===== config.mk =====
export PLATFORM = sky130hd
export DESIGN_NAME = reg_file_banked
export DESIGN_NICKNAME = d
export VERILOG_FILES = /design/src/rtl/rf_pkg.sv /design/src/rtl/rf_clear_seq.sv /design/src/rtl/reg_file_banked.sv
export SDC_FILE = /design/constraint.sdc
export NUM_CORES = 1
export LEC_CHECK = 0
export ABC_CLOCK_PERIOD_IN_PS = 27700
export BUFFER_PORTS_ARGS = -buffer_cell sky130_fd_sc_hd__buf_2
export CORE_AREA = 4 4 197 276
export CTS_CLUSTER_SIZE = 10
export DETAILED_ROUTE_END_ITERATION = 12
export DIE_AREA = 0 0 201 280
export GPL_TIMING_DRIVEN = 0
export HOLD_SLACK_MARGIN = 0.08
export PLACE_DENSITY = 0.65
export REMOVE_ABC_BUFFERS = 1
export SYNTH_ARGS = -nofsm -noshare
export SYNTH_HDL_FRONTEND = slang
export SYNTH_SLANG_ARGS = --single-unit

===== constraint.sdc =====
create_clock -name clk -period 27.7 [get_ports clk]
set_input_delay 2.77 -clock clk [delete_from_list [all_inputs] [get_ports clk]]
set_output_delay 2.77 -clock clk [all_outputs]
set_load 0.02 [all_outputs]

===== src/rtl/rf_pkg.sv =====
// rf_pkg: shared types for the banked register file.
//   clr_state_e : states of the sequential-clear FSM
//   rf_op_e     : bank-level operation chosen in a cycle. The encoding is the
//                 priority rank, so a larger value always wins.
//   pick_op     : resolves simultaneous clear/restore/save requests.
package rf_pkg;

   typedef enum logic {
      IDLE  = 1'b0,
      CLEAR = 1'b1
   } clr_state_e;

   typedef enum logic [1:0] {
      OP_NONE    = 2'd0,   // plain write / flag update only
      OP_SAVE    = 2'd1,
      OP_RESTORE = 2'd2,
      OP_CLEAR   = 2'd3
   } rf_op_e;

   function automatic rf_op_e pick_op(input logic clear_req,
                                      input logic restore,
                                      input logic save);
      if (clear_req)    return OP_CLEAR;
      else if (restore) return OP_RESTORE;
      else if (save)    return OP_SAVE;
      else              return OP_NONE;
   endfunction

endpackage


===== src/rtl/rf_clear_seq.sv =====
// rf_clear_seq: sequencer that walks the main bank one register per cycle.
//   clk_i, reset_i  : clock, asynchronous active-high reset
//   clear_req_i     : start request, only acted on in IDLE
//   busy_o          : high for every CLEAR cycle (NUM_REGS cycles)
//   clear_done_o    : high on the CLEAR cycle that zeroes the last register
//   clr_en_o        : strobe telling the owner of the storage to zero clr_idx_o
//   clr_idx_o       : register being zeroed this cycle
//   state_o         : current FSM state, for observation
module rf_clear_seq
   import rf_pkg::*;
#(
   parameter int NUM_REGS = 16,
   localparam int AW = $clog2(NUM_REGS)
) (
   input  logic          clk_i,
   input  logic          reset_i,
   input  logic          clear_req_i,
   output logic          busy_o,
   output logic          clear_done_o,
   output logic          clr_en_o,
   output logic [AW-1:0] clr_idx_o,
   output clr_state_e    state_o
);

   localparam logic [AW-1:0] LAST_IDX = AW'(NUM_REGS - 1);

   clr_state_e    state_q, state_d;
   logic [AW-1:0] idx_q, idx_d;

   always_ff @(posedge clk_i or posedge reset_i) begin
      if (reset_i) begin
         state_q <= IDLE;
         idx_q   <= '0;
      end else begin
         state_q <= state_d;
         idx_q   <= idx_d;
      end
   end

   always_comb begin
      state_d      = state_q;
      idx_d        = idx_q;
      busy_o       = 1'b0;
      clear_done_o = 1'b0;
      clr_en_o     = 1'b0;
      case (state_q)
         IDLE: begin
            if (clear_req_i) begin
               state_d = CLEAR;
               idx_d   = '0;
            end
         end
         CLEAR: begin
            busy_o   = 1'b1;
            clr_en_o = 1'b1;
            // NUM_REGS is a power of two, so the increment wraps to 0 on the last register
            idx_d    = idx_q + 1'b1;
            if (idx_q == LAST_IDX) begin
               clear_done_o = 1'b1;
               state_d      = IDLE;
            end
         end
         default: state_d = IDLE;
      endcase
   end

   assign clr_idx_o = idx_q;
   assign state_o   = state_q;

endmodule


===== src/rtl/reg_file_banked.sv =====
// reg_file_banked: two-read/one-write register file with flags, a shadow bank
// (save/restore) and a sequential clear.
//   clk, reset                 : clock, asynchronous active-high reset
//   wr_en, wr_addr, wr_data    : write port (blocked while busy)
//   rd_addr_a/b, rd_data_a/b   : combinational read ports with write bypass
//   flags_en, flags_mask,
//   flags_in, flags_out        : masked flag update and current flags
//   save, restore              : copy main->shadow / shadow->main
//   clear_req, busy, clear_done: sequential clear of the main bank
//   clear_state                : clear FSM state, for observation
// Same-cycle priority: clear start > restore > save > write/flag update.
module reg_file_banked
   import rf_pkg::*;
#(
   parameter int DATA_W   = 16,
   parameter int NUM_REGS = 16,
   parameter int FLAG_W   = 5,
   parameter int ZERO_REG = 0,
   localparam int AW = $clog2(NUM_REGS)
) (
   input  logic              clk,
   input  logic              reset,
   input  logic              wr_en,
   input  logic [AW-1:0]     wr_addr,
   input  logic [DATA_W-1:0] wr_data,
   input  logic [AW-1:0]     rd_addr_a,
   input  logic [AW-1:0]     rd_addr_b,
   output logic [DATA_W-1:0] rd_data_a,
   output logic [DATA_W-1:0] rd_data_b,
   input  logic              flags_en,
   input  logic [FLAG_W-1:0] flags_mask,
   input  logic [FLAG_W-1:0] flags_in,
   output logic [FLAG_W-1:0] flags_out,
   input  logic              save,
   input  logic              restore,
   input  logic              clear_req,
   output logic              busy,
   output logic              clear_done,
   output clr_state_e        clear_state
);

   localparam bit ZR = (ZERO_REG != 0);

   logic [DATA_W-1:0] regs_q   [NUM_REGS];
   logic [DATA_W-1:0] regs_d   [NUM_REGS];
   logic [DATA_W-1:0] shadow_q [NUM_REGS];
   logic [DATA_W-1:0] shadow_d [NUM_REGS];
   logic [FLAG_W-1:0] flags_q, flags_d, sflags_q, sflags_d;

   logic          clr_en;
   logic [AW-1:0] clr_idx;
   rf_op_e        op;
   logic          wr_eff, flag_eff;

   rf_clear_seq #(.NUM_REGS(NUM_REGS)) u_clear_seq (
      .clk_i        (clk),
      .reset_i      (reset),
      .clear_req_i  (clear_req),
      .busy_o       (busy),
      .clear_done_o (clear_done),
      .clr_en_o     (clr_en),
      .clr_idx_o    (clr_idx),
      .state_o      (clear_state)
   );

   // Bank operations are ignored entirely while a clear is running.
   assign op = busy ? OP_NONE : pick_op(clear_req, restore, save);

   // Writes and flag updates coexist with save (they land in the main bank
   // only) but lose to restore and to a clear start.
   assign wr_eff   = wr_en && !busy && (op < OP_RESTORE) && !(ZR && (wr_addr == '0));
   assign flag_eff = flags_en && !busy && (op < OP_RESTORE);

   always_comb begin
      regs_d   = regs_q;
      shadow_d = shadow_q;
      flags_d  = flags_q;
      sflags_d = sflags_q;
      if (clr_en) begin
         regs_d[clr_idx] = '0;
         if (clear_done) flags_d = '0;
      end else if (op == OP_RESTORE) begin
         regs_d  = shadow_q;
         flags_d = sflags_q;
      end else begin
         if (op == OP_SAVE) begin
            shadow_d = regs_q;
            sflags_d = flags_q;
         end
         if (wr_eff)   regs_d[wr_addr] = wr_data;
         if (flag_eff) flags_d = (flags_q & ~flags_mask) | (flags_in & flags_mask);
      end
   end

   always_ff @(posedge clk or posedge reset) begin
      if (reset) begin
         regs_q   <= '{default: '0};
         shadow_q <= '{default: '0};
         flags_q  <= '0;
         sflags_q <= '0;
      end else begin
         regs_q   <= regs_d;
         shadow_q <= shadow_d;
         flags_q  <= flags_d;
         sflags_q <= sflags_d;
      end
   end

   // Read ports: stored value, overridden by an effective same-cycle write,
   // overridden again by the hard-wired zero register.
   always_comb begin
      rd_data_a = regs_q[rd_addr_a];
      if (wr_eff && (wr_addr == rd_addr_a)) rd_data_a = wr_data;
      if (ZR && (rd_addr_a == '0))          rd_data_a = '0;
   end

   always_comb begin
      rd_data_b = regs_q[rd_addr_b];
      if (wr_eff && (wr_addr == rd_addr_b)) rd_data_b = wr_data;
      if (ZR && (rd_addr_b == '0))          rd_data_b = '0;
   end

   assign flags_out = flags_q;

endmodule


==> metrics.cfg <==
[status]
status=complete, no violations

[synthesis]
synth_top_area_share_pct=51.4
synthSimpleGateAreaFrac_pct=5.78
synth_seq_area_share_pct=51.4
synth_area_um2=25700
netlist_top_cells_area=dfrtp_1 (51%), mux2_2 (13%), mux4_2 (11%)
ys_async_sr_fraction_pct=100
synth_compound_area_share_pct=11.3
ys_ff_latch=527
synth_top_family_by_area=multiplexers
synth-edff-count=0
synth.yosys.warnings=0
synth.area.mux_share_pct=27.9
synthDistinctLibCells=38
yosys.area.top_type=dfrtp_1
synthXorXnorAreaFrac_pct=0.341
netlist_instances=1857
synth.avg_cell_area_um2=13.8
synthFlopType=dfrtp_1
synthAdderAreaFrac_pct=0.195

[sta]
maxSlewHeadroom_pct=7.08
rsz0062_at_grt=no
clock.fmax_mhz=117
finalSetupViolCount=0
min_period_over_period_pct=30.8
report.final.slew_viol_count=0
worst_pin_slew_ps=1390
period_minus_slack_ps=8520
setup_tns_ps=0
fin_ws_ps=19180
skew_ps=15.4
hold_violations=0

[place]
place_hpwl_um=46700
placed_cells=2516
pre_cts_ws_ps=19250
io_buffers=84
place_congestion=0.809
place_area_um2=27600

[grt]
grt_pass1_vias=18400
grt_max_degree=122
grt_util_met1_pct=35.4
grt_use_total_pct=26.2
grt_util_met2_pct=42.4
grt_pass1_wl_um=114000
top_usage_layer=met2
antenna_found_initial=1
gr-usage-met3_pct=4.08
gr-total-overflow=0

[clocking]
holdBufCountCts=0
clock-sinks=527
clk_pin_slew_worst_paths_ps=60
cts-buffers-inserted=58
clockBufferDepth=3
clock_latency_ps=590
post-cts-setup-buffers=0
cts_tree=built
htreeDepth=2
root_buffer=clkbuf_16
cts_resized=0

[worst_setup_path]
path_max_fanout=16
end_kind=output pin
cp-start-kind=primary input
required_ps=24930
cp.arrival_ps=5750
crit_type=primary input to output pin

[job]
cap_violations=0

[route]
viasPerCell=6.80
wl_um=74100
dr.pass1.iters=5
wire_per_inst_um=28.7
drcViolationCount=0
postRouteAntennaNets=0
vias=17500
drt_iter0_markers=1524

[finish]
nets=1969
drive_gt1_share_pct=35.7
area_delta_synth_final_pct=13.7
fin_area_um2=29200
antennaDiodeCount=0
final_cells=2579

[die]
start_util_pct=49.4
die_w_um=201
ioPinCount=85
design.core.area_um2=51900
die_h_um=280
num_rows=99
dieArea_um2=56300

[pwr]
combPwrFrac_pct=18.2
switching_share_pct=29.0
ir_drop_mv=0.0423
intPower_uw=1310
pwr-share-seq_pct=45.0
clkPwrFrac_pct=36.8
power.switching_uw=536
p_leak_uw=0.0134
p_per_area_nw_per_um2=63.3
total_power_uw=1850

[min_path]
min_path_type=flop to flop

[per-stage QoR]
stage / util, % / hold WS [ps]
3_5_place_dp: 53.2 / 490
4_1_cts: 56.2 / 500
3_3_place_gp: 50.3 / 482
2_1_floorplan: - / 476
5_1_grt: 56.2 / 512
6_report: 56.2 / 499
[layout make-up]
class                   count  area [um^2]
clock buffers              63         1540
fillers                  4076        22700
inverters                   3         18.8
multi-input cells        1163        11900
flip-flops and latches    527        13200
well taps                 656          821
repair buffers            167         1720
[synth_stat cells, types with 2 or more instances]
cell and n:
nand3_2 10, nor2_1 261, and2_1 8, nor3_1 10, clkbuf_1 52, nand2b_1 2
nand2_1 24, a221o_1 256, nor3_4 2, buf_1 8, mux4_2 128, xnor2_1 5
mux2_2 294, inv_1 3, mux2i_1 96, a21oi_1 6, nand4_1 4, a221oi_2 15
nand3_1 5, o21ai_0 2, o21ai_1 10, buf_2 88, nor2b_1 6, ha_1 4
buf_4 15, xor2_1 5, dfrtp_1 527
[registers in the layout (all words and copies together), names as in the netlist]
| name | count |
|---|---|
| u_clear_seq.state_o | 1 |
| regs_q | 256 |
| shadow_q | 256 |
| flags_out | 5 |
| u_clear_seq.clr_idx_o | 4 |
| sflags_q | 5 |
[cell usage in the layout (no fill, tap or decap), drive strengths merged, types with 2 or more instances in the layout]
master / instances
nor3: 12
a221o: 256
xnor2: 5
a221oi: 15
a21oi: 6
nand2b: 2
mux2i: 96
nor2: 261
nand3: 15
clkbuf: 63
nor2b: 6
xor2: 5
mux2: 294
mux4: 128
nand4: 4
nor4b: 2
nand2: 24
and2: 9
inv: 3
ha: 4
buf: 167
dfrtp: 527
o21ai: 12
[final timing paths]
check	startpoint	end	slack [ps]	cells past startpoint
max	clear_req	rd_data_b[5]	19180	7
min	shadow_q[35]$_DFFE_PP0P_	regs_q[35]$_DFFE_PP0P_	500	1
max reg2reg	u_clear_seq.state_o$_DFF_PP0_	shadow_q[9]$_DFFE_PP0P_	24030	10
min reg2reg	shadow_q[35]$_DFFE_PP0P_	regs_q[35]$_DFFE_PP0P_	500	1
max in group asynchronous	reset	regs_q[42]$_DFFE_PP0P_	23710	4
min in group asynchronous	reset	shadow_q[2]$_DFFE_PP0P_	2360	2
[cells by family (layout without fill, tap and decap cells)]
| group | count (synthesis) | in the layout |
|---|---|---|
| mux | 518 | 518 |
| simple gates | 340 | 340 |
| fa+ha+maj | 4 | 4 |
| xor+xnor | 10 | 10 |
| buf+inv | 167 | 233 |
| compound gates | 291 | 291 |
| flops | 527 | 527 |
[worst max-delay path, cell delays in order]
cell     delay [ps]
buf_2           190
nor4b_4         870
buf_8           250
nand3_1         120
nor3_4          890
mux2_2          470
buf_2           180
[per-layer routing]
layer,share of wire (%),vias up,wire [um]
met3,6.4,195,4720
met5,0.0094,-,7
met4,4.8,2,3590
li1,-,7269,-
met1,40,9356,29900
met2,48,709,35900
[power groups by stage]
stage / Clock [uW] / Combinational [uW] / Sequential (uW)
6_report: 679 / 336 / 831
5_1_grt: 721 / 351 / 834
4_1_cts: 692 / 336 / 830
3_5_place_dp: 0 / 335 / 843
3_3_place_gp: 0 / 280 / 841
2_1_floorplan: 0 / 161 / 838
Note: power is estimated with default switching activity, not from simulation.
